<file path="config.mk">
export PLATFORM = sky130hd
export DESIGN_NAME = mmp_fifo_drain
export DESIGN_NICKNAME = d
export VERILOG_FILES = /design/src/rtl/mmp_pkg.sv /design/src/rtl/mmp_tick_timer.sv /design/src/rtl/mmp_fifo_drain.sv
export SDC_FILE = /design/constraint.sdc
export NUM_CORES = 1
export LEC_CHECK = 0
export BUFFER_PORTS_ARGS = -buffer_cell sky130_fd_sc_hd__buf_2
export CAP_MARGIN = 30
export CORE_UTILIZATION = 25
export DETAILED_ROUTE_END_ITERATION = 8
export GPL_ROUTABILITY_DRIVEN = 0
export GPL_TIMING_DRIVEN = 1
export SETUP_SLACK_MARGIN = 0.1
export SLEW_MARGIN = 20
export SYNTH_ARGS = -nofsm -noshare
export SYNTH_HDL_FRONTEND = slang
export SYNTH_SLANG_ARGS = --single-unit
</file>
<file path="constraint.sdc">
create_clock -name i_CLK -period 2.64 [get_ports i_CLK]
set_input_delay 0.264 -clock i_CLK [delete_from_list [all_inputs] [get_ports i_CLK]]
set_output_delay 0.264 -clock i_CLK [all_outputs]
set_load 0.1 [all_outputs]
</file>
<file path="src/rtl/mmp_pkg.sv">
// Shared definitions for the MMP command FIFO drain: op codes, word field
// positions, FSM state encoding and default bus timing.
package mmp_pkg;

  localparam logic [1:0] OP_OPLL  = 2'b00;
  localparam logic [1:0] OP_PSG   = 2'b01;
  localparam logic [1:0] OP_SCC   = 2'b10;
  localparam logic [1:0] OP_DELAY = 2'b11;

  // 24-bit command word layout; [21:16] carries nothing we use
  localparam int OP_MSB  = 23;
  localparam int OP_LSB  = 22;
  localparam int REG_MSB = 15;
  localparam int REG_LSB = 8;
  localparam int DAT_MSB = 7;
  localparam int DAT_LSB = 0;
  localparam int CNT_MSB = 15;
  localparam int CNT_LSB = 0;

  localparam int unsigned WR_PULSE_DEF   = 4;
  localparam int unsigned ADDR_WAIT_DEF  = 12;
  localparam int unsigned DATA_WAIT_DEF  = 84;
  localparam int unsigned DELAY_UNIT_DEF = 27;

  typedef enum logic [2:0] {
    ST_IDLE   = 3'd0,
    ST_POP    = 3'd1,
    ST_LOAD   = 3'd2,
    ST_A_WR   = 3'd3,
    ST_A_WAIT = 3'd4,
    ST_D_WR   = 3'd5,
    ST_D_WAIT = 3'd6,
    ST_DLY    = 3'd7
  } state_e;

  // Chip select for a write op; the delay op selects no chip
  function automatic logic [2:0] cs_onehot(input logic [1:0] op);
    logic [2:0] cs;
    case (op)
      OP_OPLL: cs = 3'b001;
      OP_PSG:  cs = 3'b010;
      OP_SCC:  cs = 3'b100;
      default: cs = 3'b000;
    endcase
    return cs;
  endfunction

endpackage

</file>
<file path="src/rtl/mmp_tick_timer.sv">
// Prescaled down-counter. Loading sets the tick count and the prescale;
// o_last is high during the final cycle of count*prescale cycles that
// follow the load edge, so the owner leaves its state on that cycle.
module mmp_tick_timer (
  input  logic        i_CLK,
  input  logic        i_RST,
  input  logic        i_load,
  input  logic [15:0] i_count,
  input  logic [15:0] i_prescale,
  output logic        o_last
);

  logic [15:0] presc_q, presc_d;
  logic [15:0] pre_q, pre_d;
  logic [15:0] cnt_q, cnt_d;

  // Reload on request, otherwise count prescale cycles per tick down to zero
  always_comb begin
    presc_d = presc_q;
    pre_d   = pre_q;
    cnt_d   = cnt_q;
    if (i_load) begin
      presc_d = i_prescale;
      pre_d   = i_prescale - 16'd1;
      cnt_d   = i_count;
    end else if (cnt_q != 16'd0) begin
      if (pre_q == 16'd0) begin
        cnt_d = cnt_q - 16'd1;
        pre_d = presc_q - 16'd1;
      end else begin
        pre_d = pre_q - 16'd1;
      end
    end
  end

  // Counter registers
  always_ff @(posedge i_CLK) begin
    if (i_RST) begin
      presc_q <= '0;
      pre_q   <= '0;
      cnt_q   <= '0;
    end else begin
      presc_q <= presc_d;
      pre_q   <= pre_d;
      cnt_q   <= cnt_d;
    end
  end

  assign o_last = (cnt_q == 16'd1) && (pre_q == 16'd0);

endmodule

</file>
<file path="src/rtl/mmp_fifo_drain.sv">
// Pop side of the MMP command FIFO: fetches one word at a time and turns it
// into a paced two-phase chip write (address, then data) or a timed delay.
//
// state   | meaning
// IDLE    | waiting for enable and a non-empty FIFO
// POP     | one-cycle pop strobe
// LOAD    | capture FIFO read data, decode op
// A_WR    | address phase, o_WR high
// A_WAIT  | address recovery, o_WR low
// D_WR    | data phase, o_WR high
// D_WAIT  | data recovery, o_WR low
// DLY     | count*DELAY_UNIT idle cycles
module mmp_fifo_drain
  import mmp_pkg::*;
#(
  parameter int unsigned WR_PULSE   = WR_PULSE_DEF,
  parameter int unsigned ADDR_WAIT  = ADDR_WAIT_DEF,
  parameter int unsigned DATA_WAIT  = DATA_WAIT_DEF,
  parameter int unsigned DELAY_UNIT = DELAY_UNIT_DEF
) (
  input  logic        i_CLK,
  input  logic        i_RST,
  input  logic        i_ENABLE,
  input  logic        i_EMPTY,
  output logic        o_POP_S,
  input  logic [23:0] i_POP_DT,
  output logic [2:0]  o_CS,
  output logic        o_A0,
  output logic        o_WR,
  output logic [7:0]  o_DO,
  output logic        o_BUSY
);

  localparam logic [15:0] WR_PULSE_C   = 16'(WR_PULSE);
  localparam logic [15:0] ADDR_WAIT_C  = 16'(ADDR_WAIT);
  localparam logic [15:0] DATA_WAIT_C  = 16'(DATA_WAIT);
  localparam logic [15:0] DELAY_UNIT_C = 16'(DELAY_UNIT);

  state_e      state_q, state_d;
  logic [1:0]  op_q, op_d;
  logic [15:0] body_q, body_d;
  logic        pop_q, pop_d;
  logic [2:0]  cs_q, cs_d;
  logic        a0_q, a0_d;
  logic        wr_q, wr_d;
  logic [7:0]  dout_q, dout_d;
  logic        busy_q, busy_d;

  logic        tmr_load;
  logic [15:0] tmr_count;
  logic [15:0] tmr_prescale;
  logic        tmr_last;

  logic        unused_pop_bits;
  assign unused_pop_bits = ^i_POP_DT[21:16];

  mmp_tick_timer u_timer (
    .i_CLK      (i_CLK),
    .i_RST      (i_RST),
    .i_load     (tmr_load),
    .i_count    (tmr_count),
    .i_prescale (tmr_prescale),
    .o_last     (tmr_last)
  );

  // Next state, next registered outputs and timer loads, decided together so
  // every output changes on the same edge as the state it belongs to
  always_comb begin
    state_d      = state_q;
    op_d         = op_q;
    body_d       = body_q;
    pop_d        = 1'b0;
    cs_d         = cs_q;
    a0_d         = a0_q;
    wr_d         = wr_q;
    dout_d       = dout_q;
    tmr_load     = 1'b0;
    tmr_count    = 16'd0;
    tmr_prescale = 16'd1;
    case (state_q)
      ST_IDLE: begin
        if (i_ENABLE && !i_EMPTY) begin
          state_d = ST_POP;
          pop_d   = 1'b1;
        end
      end
      ST_POP: state_d = ST_LOAD;
      ST_LOAD: begin
        op_d   = i_POP_DT[OP_MSB:OP_LSB];
        body_d = i_POP_DT[CNT_MSB:CNT_LSB];
        if (op_d == OP_DELAY) begin
          if (body_d == 16'd0) begin
            state_d = ST_IDLE;
          end else begin
            state_d      = ST_DLY;
            tmr_load     = 1'b1;
            tmr_count    = body_d;
            tmr_prescale = DELAY_UNIT_C;
          end
        end else begin
          state_d   = ST_A_WR;
          cs_d      = cs_onehot(op_d);
          a0_d      = 1'b0;
          dout_d    = i_POP_DT[REG_MSB:REG_LSB];
          wr_d      = 1'b1;
          tmr_load  = 1'b1;
          tmr_count = WR_PULSE_C;
        end
      end
      ST_A_WR: begin
        if (tmr_last) begin
          tmr_load = 1'b1;
          if (ADDR_WAIT_C != 16'd0) begin
            state_d   = ST_A_WAIT;
            wr_d      = 1'b0;
            tmr_count = ADDR_WAIT_C;
          end else begin
            // zero recovery: address pulse runs straight into data pulse
            state_d   = ST_D_WR;
            a0_d      = 1'b1;
            dout_d    = body_q[DAT_MSB:DAT_LSB];
            tmr_count = WR_PULSE_C;
          end
        end
      end
      ST_A_WAIT: begin
        if (tmr_last) begin
          state_d   = ST_D_WR;
          a0_d      = 1'b1;
          dout_d    = body_q[DAT_MSB:DAT_LSB];
          wr_d      = 1'b1;
          tmr_load  = 1'b1;
          tmr_count = WR_PULSE_C;
        end
      end
      ST_D_WR: begin
        if (tmr_last) begin
          wr_d = 1'b0;
          if (DATA_WAIT_C != 16'd0) begin
            state_d   = ST_D_WAIT;
            tmr_load  = 1'b1;
            tmr_count = DATA_WAIT_C;
          end else begin
            state_d = ST_IDLE;
            cs_d    = 3'b000;
          end
        end
      end
      ST_D_WAIT: begin
        if (tmr_last) begin
          state_d = ST_IDLE;
          cs_d    = 3'b000;
        end
      end
      ST_DLY: begin
        if (tmr_last) state_d = ST_IDLE;
      end
      default: state_d = ST_IDLE;
    endcase
    busy_d = (state_d != ST_IDLE);
  end

  // FSM state, captured word and registered bus outputs
  always_ff @(posedge i_CLK) begin
    if (i_RST) begin
      state_q <= ST_IDLE;
      op_q    <= '0;
      body_q  <= '0;
      pop_q   <= 1'b0;
      cs_q    <= '0;
      a0_q    <= 1'b0;
      wr_q    <= 1'b0;
      dout_q  <= '0;
      busy_q  <= 1'b0;
    end else begin
      state_q <= state_d;
      op_q    <= op_d;
      body_q  <= body_d;
      pop_q   <= pop_d;
      cs_q    <= cs_d;
      a0_q    <= a0_d;
      wr_q    <= wr_d;
      dout_q  <= dout_d;
      busy_q  <= busy_d;
    end
  end

  assign o_POP_S = pop_q;
  assign o_CS    = cs_q;
  assign o_A0    = a0_q;
  assign o_WR    = wr_q;
  assign o_DO    = dout_q;
  assign o_BUSY  = busy_q;

endmodule

</file>
# Word-level counts from Yosys, hierarchy flattened

Index checks and enable logic that the tools add are counted.

Register bits after elaboration: 74
Bits of input ports: 28
Output and inout port bits: 15
Logic and storage cells: 94

Add/subtract/negate cells: 4
Equality and inequality tests: 15
Multiplexer cells: 41
Bitwise logic cells: 1
Reductions and logical operators: 22

Operator list:

| kind                  | number |
|---|---|
| $mux 16               | 8 |
| $pmux 16 s4           | 1 |
| $sub 16x1->16 const B | 3 |
| $logic_not 16->1      | 2 |
| $mux 3                | 10 |
| $pmux 3 s7            | 1 |
| $eq 16x1->1 const B   | 1 |
| $mux 8                | 2 |
| $pmux 8 s2            | 1 |
| $reduce_bool 16->1    | 1 |
| $mux 5                | 3 |
| $eq 3x3->1 const B    | 4 |
| $pmux 3 s3            | 1 |
| $mux 1                | 8 |
| $reduce_bool 2->1     | 4 |
| $mux 7                | 1 |
| $eq 3x2->1 const B    | 2 |
| $ne 2x2->1 const B    | 3 |
| $pmux 3 s2            | 1 |
| $reduce_and 3->1      | 2 |
| $reduce_bool 3->1     | 2 |
| $reduce_or 2->1       | 3 |
| $sub 5x1->6 const B   | 1 |
| $eq 2x2->1 const B    | 2 |
| 14 further kinds      | 16 |

# Depth between registers and ports, before layout

Depth in word-level cells: 6
Gate-level depth with buffers: 14

# Modules after synthesis

From an unflattened synthesis, not the netlist that was laid out.

Cell total of the unflattened synthesis: 543
Area total of the unflattened synthesis: 4362.9 sq um

By module, submodules not included:

| module         | times used | cells each | area an instance (sq um) | sequential area each (sq um) |
|---|---|---|---|---|
| mmp_tick_timer | 1          | 380        | 2951.6                   | 960.9 |
| mmp_fifo_drain | 1          | 163        | 1411.4                   | 520.5 |

# Worst setup path after synthesis

Ideal clock, no wire load.

Path type: reg-to-reg
From: reg u_timer.pre_q[11]
To: reg u_timer.pre_q[4]
Setup time: 0.133 ns
Data arrival time: 2.558 ns
Required time: 2.507 ns
Path slack: -0.051 ns
Stages on the path, launching flop included: 14
Period minus slack after synthesis: 2.691 ns
Path through: dfxtp_1 > nor4_2 > nor3b_4 > and2_1 > buf_2 > buf_2 > a21oi_1 > ha_1 > nand2b_1 > nor2_1 > xor2_1 > a221o_1 > a21oi_1 > nor3_1

Longest elaborated chain between the ends: 5
Elaborated cells between the ends (all ways): 8
Those cells by class: 5 x mux; 3 x reduce/logical

RTL lines:

| what                                         | RTL line                                     | source |
|---|---|---|
| start, declared                              | mmp_tick_timer.sv:14                         | `logic [15:0] pre_q, pre_d;` |
| start signal, assigned                       | mmp_tick_timer.sv:44                         | `pre_q <= pre_d;` |
| $logic_not 16->1 (*)                         | mmp_tick_timer.sv:27, mmp_tick_timer.sv:49   |  |
| $logic_and 1x1->1                            | mmp_tick_timer.sv:49                         | `assign o_last = (cnt_q == 16'd1) && (pre_q == 16'd0);` |
| $mux 1                                       | mmp_fifo_drain.sv:111, mmp_fifo_drain.sv:127 |  |
| $pmux 1 s2                                   | mmp_fifo_drain.sv:80                         | `case (state_q)` |
| $mux 16 or $reduce_bool 2->1 (tied branches) | n/a                                          |  |

Mark *: on every way between the ends. The rest lies on a longest branch, timed or not. The select of a mux whose other input is x is not followed.
A chain may end at the register's enable or synchronous reset.

# Worst setup path after layout

From: reg u_timer.cnt_q[4]
To: reg u_timer.cnt_q[10]

Longest elaborated chain between the ends: 6
Elaborated cells between the ends (all ways): 12
Those cells by class: 1 x add/sub; 1 x eq/ne; 5 x mux; 5 x reduce/logical

RTL lines:

| what                                                  | RTL line             | source |
|---|---|---|
| start, declared                                       | mmp_tick_timer.sv:15 | `logic [15:0] cnt_q, cnt_d;` |
| start signal, assigned                                | mmp_tick_timer.sv:45 | `cnt_q <= cnt_d;` |
| branches (longest 6 deep; another with $sub 16x1->16) | n/a                  |  |

Parallel ways; which one is timed is not known. The select of a mux whose other input is x is not followed.

==> summary.txt <==
CP Buf/Inv Count = 0
Max VDD drop = 543 uV
Synth warn = 0
Max incr delay on CP = 0.59 ns
Unrepaired setup endpoints after global routing = true
CP most frequent cell = a32o_1
Sequential fraction of the synthesis area = 35.6%
DP Worst Slack = 0.209 ns
Largest buffer count on any clock path = 2
Postcts setup bufs = 0
First-pass GRT wire length = 16,500 um
Commonest non-fill, non-tap cell in the layout = dfxtp_1
Power density over the cells = 1410 nW/um^2
PortBufs = 36
Initial core utilization = 25.6%
Crit-path leading delay family = simple AND/OR/NAND/NOR gates
WP data arrival = 2.67 ns
Setup_tns = 0 ns
Worst Setup End Kind = flip-flop
Multi-input logic area = 2040 um^2
Area Growth Syn to Fin = 26.6%
Detailed Route Iter0 Violations = 254
Critical-path top delay cell = or4_4
H-tree Lvls = 3
Mapped Cells = 421
Worst Clk Skew = 0.00762 ns
F_max = 0.409 GHz
Final WS setup = 0.194 ns
Final ANT Viol Nets = 0
WHS = 0.200 ns
Net Count, Synth = 453
Ys flop type = dfxtp_1
CTS tree = done
Die height = 118 um
Layout cells sized above 1 = 23.5%
CTS clk-pin slew, worst paths = 0.06 ns
Synthesized area = 3380 um^2
Dpl hpwl = 7340 um
GRT Overall Usage = 14.7%
Layout Nets = 504
LEAKAGE = 1.65 nW
Largest net degree at the start of global routing = 32
Cell Rows = 42
Post-Layout Cell Count = 653
Crit path max fanout = 9
CP Data Required Time = 2.87 ns
Vias in the first global route = 3,346
Startpoint types = flip-flop
#FFs+latches synth = 60
Avg Inst Size Synth = 8.02 um^2
Worst-skew pair later-pin latency = 0.33 ns
Core area = 13,200 um^2
DRC = 0
DRT Pass-1 Iters = 4
Commonest cells after routing, fill and taps aside = dfxtp_1 (58), nor2_1 (41), nand2_1 (41)
Register area = 1200 um^2
CTS root buf = clkbuf_16
Slew at the pin with the worst max-slew slack = 0.796 ns
Fill count = 1,377
Placed cells = 637
# hold bufs at CTS = 0
Post-DP Area = 3910 um^2
DR WL/cell = 15.4 um
Unique masters post-synth = 66
Total gr overflow = 0
Cts repair resizes = 0
Final instance area = 4280 um^2
Clk sinks = 60
Final antenna diode count = 0
EDFF count, synth = 0
Hold WC Path Type = input pin to flip-flop
Setup violations, final = 0
TritonCTS Buffers = 9
MaxCap Viol Count = 0
Total Wirelength = 10,000 um
Fraction of registers with async set or reset after synthesis = 0%
Tmin final = 2.45 ns
Vias = 3,455
Die W = 118 um
Routed vias/inst = 5.29
Initial antenna violation count = 0
Period utilization = 92.7%
Final Max Tran Viols = 0
Die area = 14,000 um^2
Outcome = finished clean
Crit Path Category = flip-flop to flip-flop
Worst rel slew slack = 46.5%
# IOs = 43
Final Hold Vio Count = 0
Cell chain of the critical path = or4_4 > or3_4 > nor3_4 > a21oi_2 > a32o_1 > a32o_1
==> metal layers <==
metal	part of all wire (%)	track usage, %	vias to the layer above	wire length (um)
met5	0	0	-	0
met4	2.1	7.13	0	212
met3	5.3	3.09	18	534
met2	46	23.3	95	4590
met1	47	19.1	1658	4690
li1	-	-	1684	-
==> where the power goes <==
| part | internal (mW) | total, mW | switching (mW) |
|---|---|---|---|
| registers | 1.12 | 1.35 | 0.228 |
| logic | 1.37 | 3.29 | 1.92 |
| clock network | 0.928 | 1.39 | 0.458 |
| total | 3.42 | 6.03 | 2.60 |
==> metrics by stage <==
stage / power (mW) / utilization [%]
floorplan: 3.68 / -
global placement: 4.50 / 29.6
detailed placement: 4.59 / 29.7
CTS: 6.01 / 32.3
global route: 6.46 / 32.4
finish: 6.03 / 32.4
==> cell families after synthesis <==
group,share of synthesized area (%)
buffers and inverters,5.52
adder cells (fa/ha/maj),1.48
multiplexers,2.67
AO/OA/AOI/OAI,27.4
AND/OR/NAND/NOR,26.0
flip-flops,35.6
XOR/XNOR,1.30
==> tightest hold or removal path: cells and delay by family <==
kind	cells	cell delay (ns)
buffers and inverters	1	0.12
AND/OR/NAND/NOR	1	0.06
AO/OA/AOI/OAI	1	0.05
==> cell usage after synthesis, types with 2 or more instances <==
cell type	n	area share, %
a21oi_1	37	5.5
and2_1	4	0.74
a22oi_1	3	0.67
or2_2	2	0.37
buf_2	8	1.2
nand3b_1	3	0.67
o21ai_0	11	1.6
mux2i_1	9	2.7
o211ai_1	8	1.8
o31ai_1	3	0.67
or4_1	3	0.67
clkbuf_1	13	1.4
o211a_1	2	0.59
xnor2_1	2	0.52
a32o_1	7	2.1
nor2b_1	2	0.37
nand2_1	41	4.6
nor3_1	21	3.1
inv_1	14	1.6
or4_4	2	0.67
nor4_1	9	1.7
nor2_1	41	4.6
ha_1	4	1.5
a31o_1	2	0.52
nand4_1	4	0.74
a211oi_1	15	3.3
o21ai_1	7	1.0
buf_4	4	0.89
or3_1	6	1.1
a21o_1	4	0.89
a31oi_1	14	2.6
a221oi_1	2	0.52
a2111oi_0	2	0.52
a31o_2	2	0.52
nor3b_1	2	0.44
dfxtp_1	60	36
and4_1	3	0.78
and3_1	3	0.56
nand2b_1	6	1.1
nand3_1	6	0.89
xor2_1	3	0.78
o21a_1	3	0.67
==> state kept, by name (all words and copies together) (netlist names) <==
signal,flops
body_q,8
o_A0,1
o_BUSY,1
o_CS,3
o_DO,8
o_POP_S,1
o_WR,1
state_q,3
u_timer.cnt_q,16
u_timer.pre_q,16
u_timer.presc_q,2
==> final timing paths <==
check	startpoint	end	slack (ns)	cells after the start
worst min register to register	body_q[6]	body_q[6]	0.45	2
worst min-delay path	i_POP_DT[0]	body_q[0]	0.20	3
worst max-delay path	u_timer.cnt_q[4]	u_timer.cnt_q[10]	0.19	6
worst max register to register	u_timer.cnt_q[4]	u_timer.cnt_q[10]	0.19	6
==> cell type report <==
class	count	area share, %
tap	176	5.15
clock buffer	9	5.27
multi-input combinational	320	47.6
clock inverter	7	2.90
inverter	14	1.23
sequential	60	28.2
timing repair buffer	67	9.66
(Power assumes the default switching activity.)
